<file path="config.mk">
export PLATFORM = sky130hd
export DESIGN_NAME = uart_tx_arb
export DESIGN_NICKNAME = d
export VERILOG_FILES = /design/src/rtl/uart_tx_arb.sv
export SDC_FILE = /design/constraint.sdc
export NUM_CORES = 1
export LEC_CHECK = 0
export CORE_MARGIN = 1.5
export CORE_UTILIZATION = 44
export DETAILED_ROUTE_END_ITERATION = 7
export GPL_TIMING_DRIVEN = 0
export PLACE_DENSITY = 0.83
export SLEW_MARGIN = 20
export SYNTH_ARGS = -nofsm -noshare
export SYNTH_HDL_FRONTEND = slang
export SYNTH_SLANG_ARGS = --single-unit
</file>
<file path="constraint.sdc">
create_clock -name clk -period 3.9 [get_ports clk]
set_input_delay 0.39 -clock clk [delete_from_list [all_inputs] [get_ports clk]]
set_output_delay 0.39 -clock clk [all_outputs]
set_load 0.02 [all_outputs]
</file>
<file path="src/rtl/uart_tx_arb.sv">
// Round-robin arbiter/sequencer that shares one uart_tx between N_REQ byte streams.
// Messages are kept atomic from the first byte up to the byte marked last.
module uart_tx_arb #(
    parameter int unsigned N_REQ        = 4,
    parameter int unsigned LOCK_TIMEOUT = 1024
) (
    input  logic                 clk,
    input  logic                 rst,
    input  logic [N_REQ-1:0]     req_valid,
    input  logic [8*N_REQ-1:0]   req_data,
    input  logic [N_REQ-1:0]     req_last,
    output logic [N_REQ-1:0]     req_ready,
    output logic                 tx_start,
    output logic [7:0]           tx_data,
    input  logic                 tx_busy,
    output logic [N_REQ-1:0]     grant,
    output logic                 locked,
    output logic                 lock_drop,
    output logic [15:0]          tx_count
);

    localparam int unsigned PTR_W   = $clog2(N_REQ);
    localparam int unsigned TO_W    = (LOCK_TIMEOUT > 1) ? $clog2(LOCK_TIMEOUT) : 1;
    localparam int unsigned TO_LAST = (LOCK_TIMEOUT == 0) ? 0 : LOCK_TIMEOUT - 1;

    typedef enum logic [1:0] {ARB, ISSUE, WAIT_BUSY, WAIT_DONE} state_e;

    state_e             state_q;
    logic [PTR_W-1:0]   ptr_q;
    logic [PTR_W-1:0]   owner_q;
    logic [TO_W-1:0]    to_cnt_q;
    logic               locked_q;
    logic               lock_drop_q;
    logic               tx_start_q;
    logic [7:0]         tx_data_q;
    logic [N_REQ-1:0]   grant_q;
    logic [15:0]        tx_count_q;

    logic               sel_found;
    logic [PTR_W-1:0]   sel_idx;
    logic [PTR_W-1:0]   scan_idx;
    logic [7:0]         sel_data;
    logic               accept;

    function automatic logic [PTR_W-1:0] next_ptr(input logic [PTR_W-1:0] p);
        if (32'(p) == N_REQ - 1) return '0;
        return p + PTR_W'(1);
    endfunction

    // Candidate selection: owner only while locked, else first valid from the RR pointer.
    always_comb begin
        sel_found = 1'b0;
        sel_idx   = '0;
        scan_idx  = ptr_q;
        if (locked_q) begin
            sel_found = req_valid[owner_q];
            sel_idx   = owner_q;
        end else begin
            for (int unsigned k = 0; k < N_REQ; k++) begin
                if (!sel_found && req_valid[scan_idx]) begin
                    sel_found = 1'b1;
                    sel_idx   = scan_idx;
                end
                scan_idx = next_ptr(scan_idx);
            end
        end
    end

    assign req_ready = (!rst && state_q == ARB && !tx_busy && sel_found)
                       ? (N_REQ'(1) << sel_idx) : '0;
    assign sel_data  = req_data[{sel_idx, 3'b000} +: 8];
    assign accept    = |req_ready;

    always_ff @(posedge clk) begin
        if (rst) begin
            state_q     <= ARB;
            ptr_q       <= '0;
            owner_q     <= '0;
            to_cnt_q    <= '0;
            locked_q    <= 1'b0;
            lock_drop_q <= 1'b0;
            tx_start_q  <= 1'b0;
            tx_data_q   <= '0;
            grant_q     <= '0;
            tx_count_q  <= '0;
        end else begin
            tx_start_q  <= 1'b0;
            lock_drop_q <= 1'b0;
            case (state_q)
                ARB: begin
                    if (accept) begin
                        tx_data_q  <= sel_data;
                        grant_q    <= N_REQ'(1) << sel_idx;
                        owner_q    <= sel_idx;
                        locked_q   <= !req_last[sel_idx];
                        to_cnt_q   <= '0;
                        tx_start_q <= 1'b1;
                        state_q    <= ISSUE;
                        if (req_last[sel_idx]) ptr_q <= next_ptr(sel_idx);
                    end else if (LOCK_TIMEOUT != 0 && locked_q && !req_valid[owner_q]) begin
                        // Idle owner: count toward a forced release of the message lock.
                        if (to_cnt_q == TO_W'(TO_LAST)) begin
                            locked_q    <= 1'b0;
                            grant_q     <= '0;
                            ptr_q       <= next_ptr(owner_q);
                            lock_drop_q <= 1'b1;
                            to_cnt_q    <= '0;
                        end else begin
                            to_cnt_q <= to_cnt_q + TO_W'(1);
                        end
                    end
                end
                ISSUE:     state_q <= WAIT_BUSY;
                WAIT_BUSY: if (tx_busy) state_q <= WAIT_DONE;
                WAIT_DONE: begin
                    if (!tx_busy) begin
                        tx_count_q <= tx_count_q + 16'd1;
                        state_q    <= ARB;
                        if (!locked_q) grant_q <= '0;
                    end
                end
                default:   state_q <= ARB;
            endcase
        end
    end

    assign tx_start  = tx_start_q;
    assign tx_data   = tx_data_q;
    assign grant     = grant_q;
    assign locked    = locked_q;
    assign lock_drop = lock_drop_q;
    assign tx_count  = tx_count_q;

endmodule

</file>
==> flow_summary.toml <==
[grt]
grt-ovfl-total = 0
antenna_found_initial = 0
grt_pass1_vias = 2697
grt_max_degree = 15
grt_pass1_wl_mm = 12.2
grt_use_total = 0.209

[timing]
fmax_ghz = 0.263
period_share = 0.974
layout_setup_ws_ps = 102
tightest_slew_ps = 522
period_needed_ps = 3800
setup_violations = 0
whs_ps = 469
skew_ps = 9.30
tns_ps = 0
relSlewSlack = 0.652
finalHoldViolCount = 0
final_max_slew_viol_count = 0

[yosys]
ys_types = 60
synth_ff_type = "dfxtp_1"
synth_nets = 393
async_flop_share = 0
synth_seq_area_share = 0.325
yosysWarnings = 0
synth_enable_flop_cells = 0
ys_ff_latch = 47
netlist_area_sq_mm = 0.00290
synthCells = 339
avgSynthCellArea_sq_um = 8.55

[worst_setup_path]
worst_ep_arrival_time_ps = 3410
crit_path_end_kind = "output pin"
crit_path_max_fanout = 10
startpoint_type = "flop"
path_class = "reg2out"
crit_required_ps = 3510

[cells_and_area]
drive_gt1_frac = 0.140
layout.nets = 488
fill_cells = 508
finish.instance_area_sq_mm = 0.00407
diodes = 0
syn2layout_area_growth_pct = 40.5

[pwr]
p_leak_uw = 0.00170
vdd_drop_max_v = 0.000436
power-per-cell-area_mw_per_mm2 = 566
total_power_uw = 2300

[clocking]
cts_buffers = 5
cts_max_path_buffers = 2
clk_pin_slew_worst_paths_ps = 80
cts.hold.buffers_added = 0
clock_sinks = 47
clock_latency_ps = 310
cts_max_level = 2
ctsRootBufferMaster = "clkbuf_8"
cts_tree = "built"

[drt]
firstDrtPassIters = 4
num_vias = 2834
wl_per_cell_um = 14.7
routed_wl_mm = 7.51
drt_iter0_markers = 316
vias_per_cell = 5.54
ant_nets = 0
drc = 0

[floorplan]
core_area_sq_mm = 0.00635
die_w_um = 84.2
die-area_sq_mm = 0.00708
initial_core_util = 0.456
dieHeight_um = 84.2
ioPinCount = 78
fp-row-count = 29

[place]
place_congestion = 0.842
portBuffers = 77
pre_cts_ws_ps = -873
dpl_cell_area_sq_mm = 0.00376
dpl.hpwl_mm = 5.41

[outcome]
run_status = "finished, final reports clean"

[job]
drv_cap = 0

[worst_hold_path]
hold_class = "reg2reg"
## cells in the final DEF, fill, tap and decap left out, types with 2 or more instances in the layout
cell type,Yosys,routed
buf_2,6,3
a21oi_2,1,2
clkbuf_2,0,2
o31ai_1,2,2
mux2i_1,29,28
nor2b_1,7,7
inv_1,9,9
o211a_2,2,2
a211oi_1,3,3
a221oi_1,2,2
o21a_1,2,2
nor2_1,45,45
mux4_2,4,4
xnor2_1,8,8
clkbuf_1,8,4
nand3_1,9,9
and2_1,10,10
or3_1,3,3
clkbuf_8,0,6
o2111ai_1,2,2
dfxtp_1,47,47
xor2_1,16,16
nand2_2,0,3
inv_2,3,3
and3_1,5,5
nor4_2,0,2
nand2b_1,2,2
a21oi_1,5,4
nand4_1,2,2
dlymetal6s2s_1,0,5
o21ai_0,10,10
nor3_1,7,6
o221ai_1,8,8
ha_1,11,10
buf_4,2,13
nand2_1,35,32
clkdlybuf4s50_1,0,71
buf_6,1,6
and4_1,2,2
## worst max-delay path, cell delays in order, from the launching register on
cell,delay (ps)
dfxtp_1,330
ha_2,400
buf_6,170
mux2i_2,240
nor4_2,90
a21oi_2,130
a21bo_2,260
a22o_1,240
a21oi_2,130
buf_6,160
inv_2,50
ha_1,220
and2_1,160
clkdlybuf4s50_1,530
## registers in the layout (all words and copies together), names as in the netlist
signal,cells
tx_count,16
to_cnt_q,10
tx_data,8
grant,4
owner_q,2
ptr_q,2
state_q,2
lock_drop,1
locked,1
tx_start,1
## final timing paths
| check | startpoint | to | slack, ps | cells after the start |
|---|---|---|---|---|
| worst max-delay path | ptr_q[1] | req_ready[3] | 100 | 13 |
| worst min register to register | tx_data[6] | tx_data[6] | 470 | 2 |
| worst min-delay path | tx_data[6] | tx_data[6] | 470 | 2 |
| worst max register to register | ptr_q[1] | ptr_q[0] | 120 | 19 |
## per-layer routing
metal,wire length (um),GRT usage
met2,3680,0.352
met5,0,0
met3,584,0.0580
met4,187,0.0775
met1,3060,0.255
## synth_stat cells (all sizes together) (6+ instances only)
cell type,number,area (sq um)
dfxtp,47,941
nor2,46,175
nand2,35,131
mux2i,29,290
xor2,16,140
o21ai,13,68.8
inv,12,45.0
ha,11,138
and2,10,62.6
buf,10,60.1
nand3,9,45.0
clkbuf,8,30.0
o221ai,8,70.1
xnor2,8,70.1
nor2b,7,43.8
nor3,7,35.0
a21oi,6,33.8
## through the flow
step / util / std cells
3_5_place_dp: 0.593 / 493
4_1_cts: 0.621 / 504
2_1_floorplan: - / 339
6_report: 0.641 / 512
3_3_place_gp: 0.593 / 493
5_1_grt: 0.641 / 512
## repair_timing
item,4_1_cts,5_1_grt
gates resized for setup,13,26
setup buffers,5,8
pin swaps,2,6
endpoints found under the setup margin,30,28
## power by group
part           internal [uW]  leakage, uW  switching, uW
logic                    641      0.00125            692
clock network            207    0.0000612            163
registers                555     0.000381           46.3
total                   1400      0.00170            902
## cell type report
cell class | instances | area (sq um) | area share
Buffer | 16 | 108 | 0.0264
Tap cell | 77 | 96.3 | 0.0237
Timing Repair Buffer | 90 | 883 | 0.217
Clock buffer | 6 | 82.6 | 0.0203
Clock inverter | 2 | 35.0 | 0.00860
Inverter | 12 | 45.0 | 0.0111
Multi-Input combinational cell | 262 | 1880 | 0.462
Sequential cell | 47 | 941 | 0.231
## cell families (layout without fill, tap and decap cells)
group / Yosys count / in the layout / synth area share
AO/OA/AOI/OAI: 56 / 56 / 0.148
AND/OR/NAND/NOR: 137 / 137 / 0.226
multiplexers: 34 / 34 / 0.135
buffers and inverters: 30 / 126 / 0.0466
flip-flops: 47 / 47 / 0.325
XOR/XNOR: 24 / 24 / 0.0725
adder cells (fa/ha/maj): 11 / 11 / 0.0475
Power figures use the tool's default switching activity.
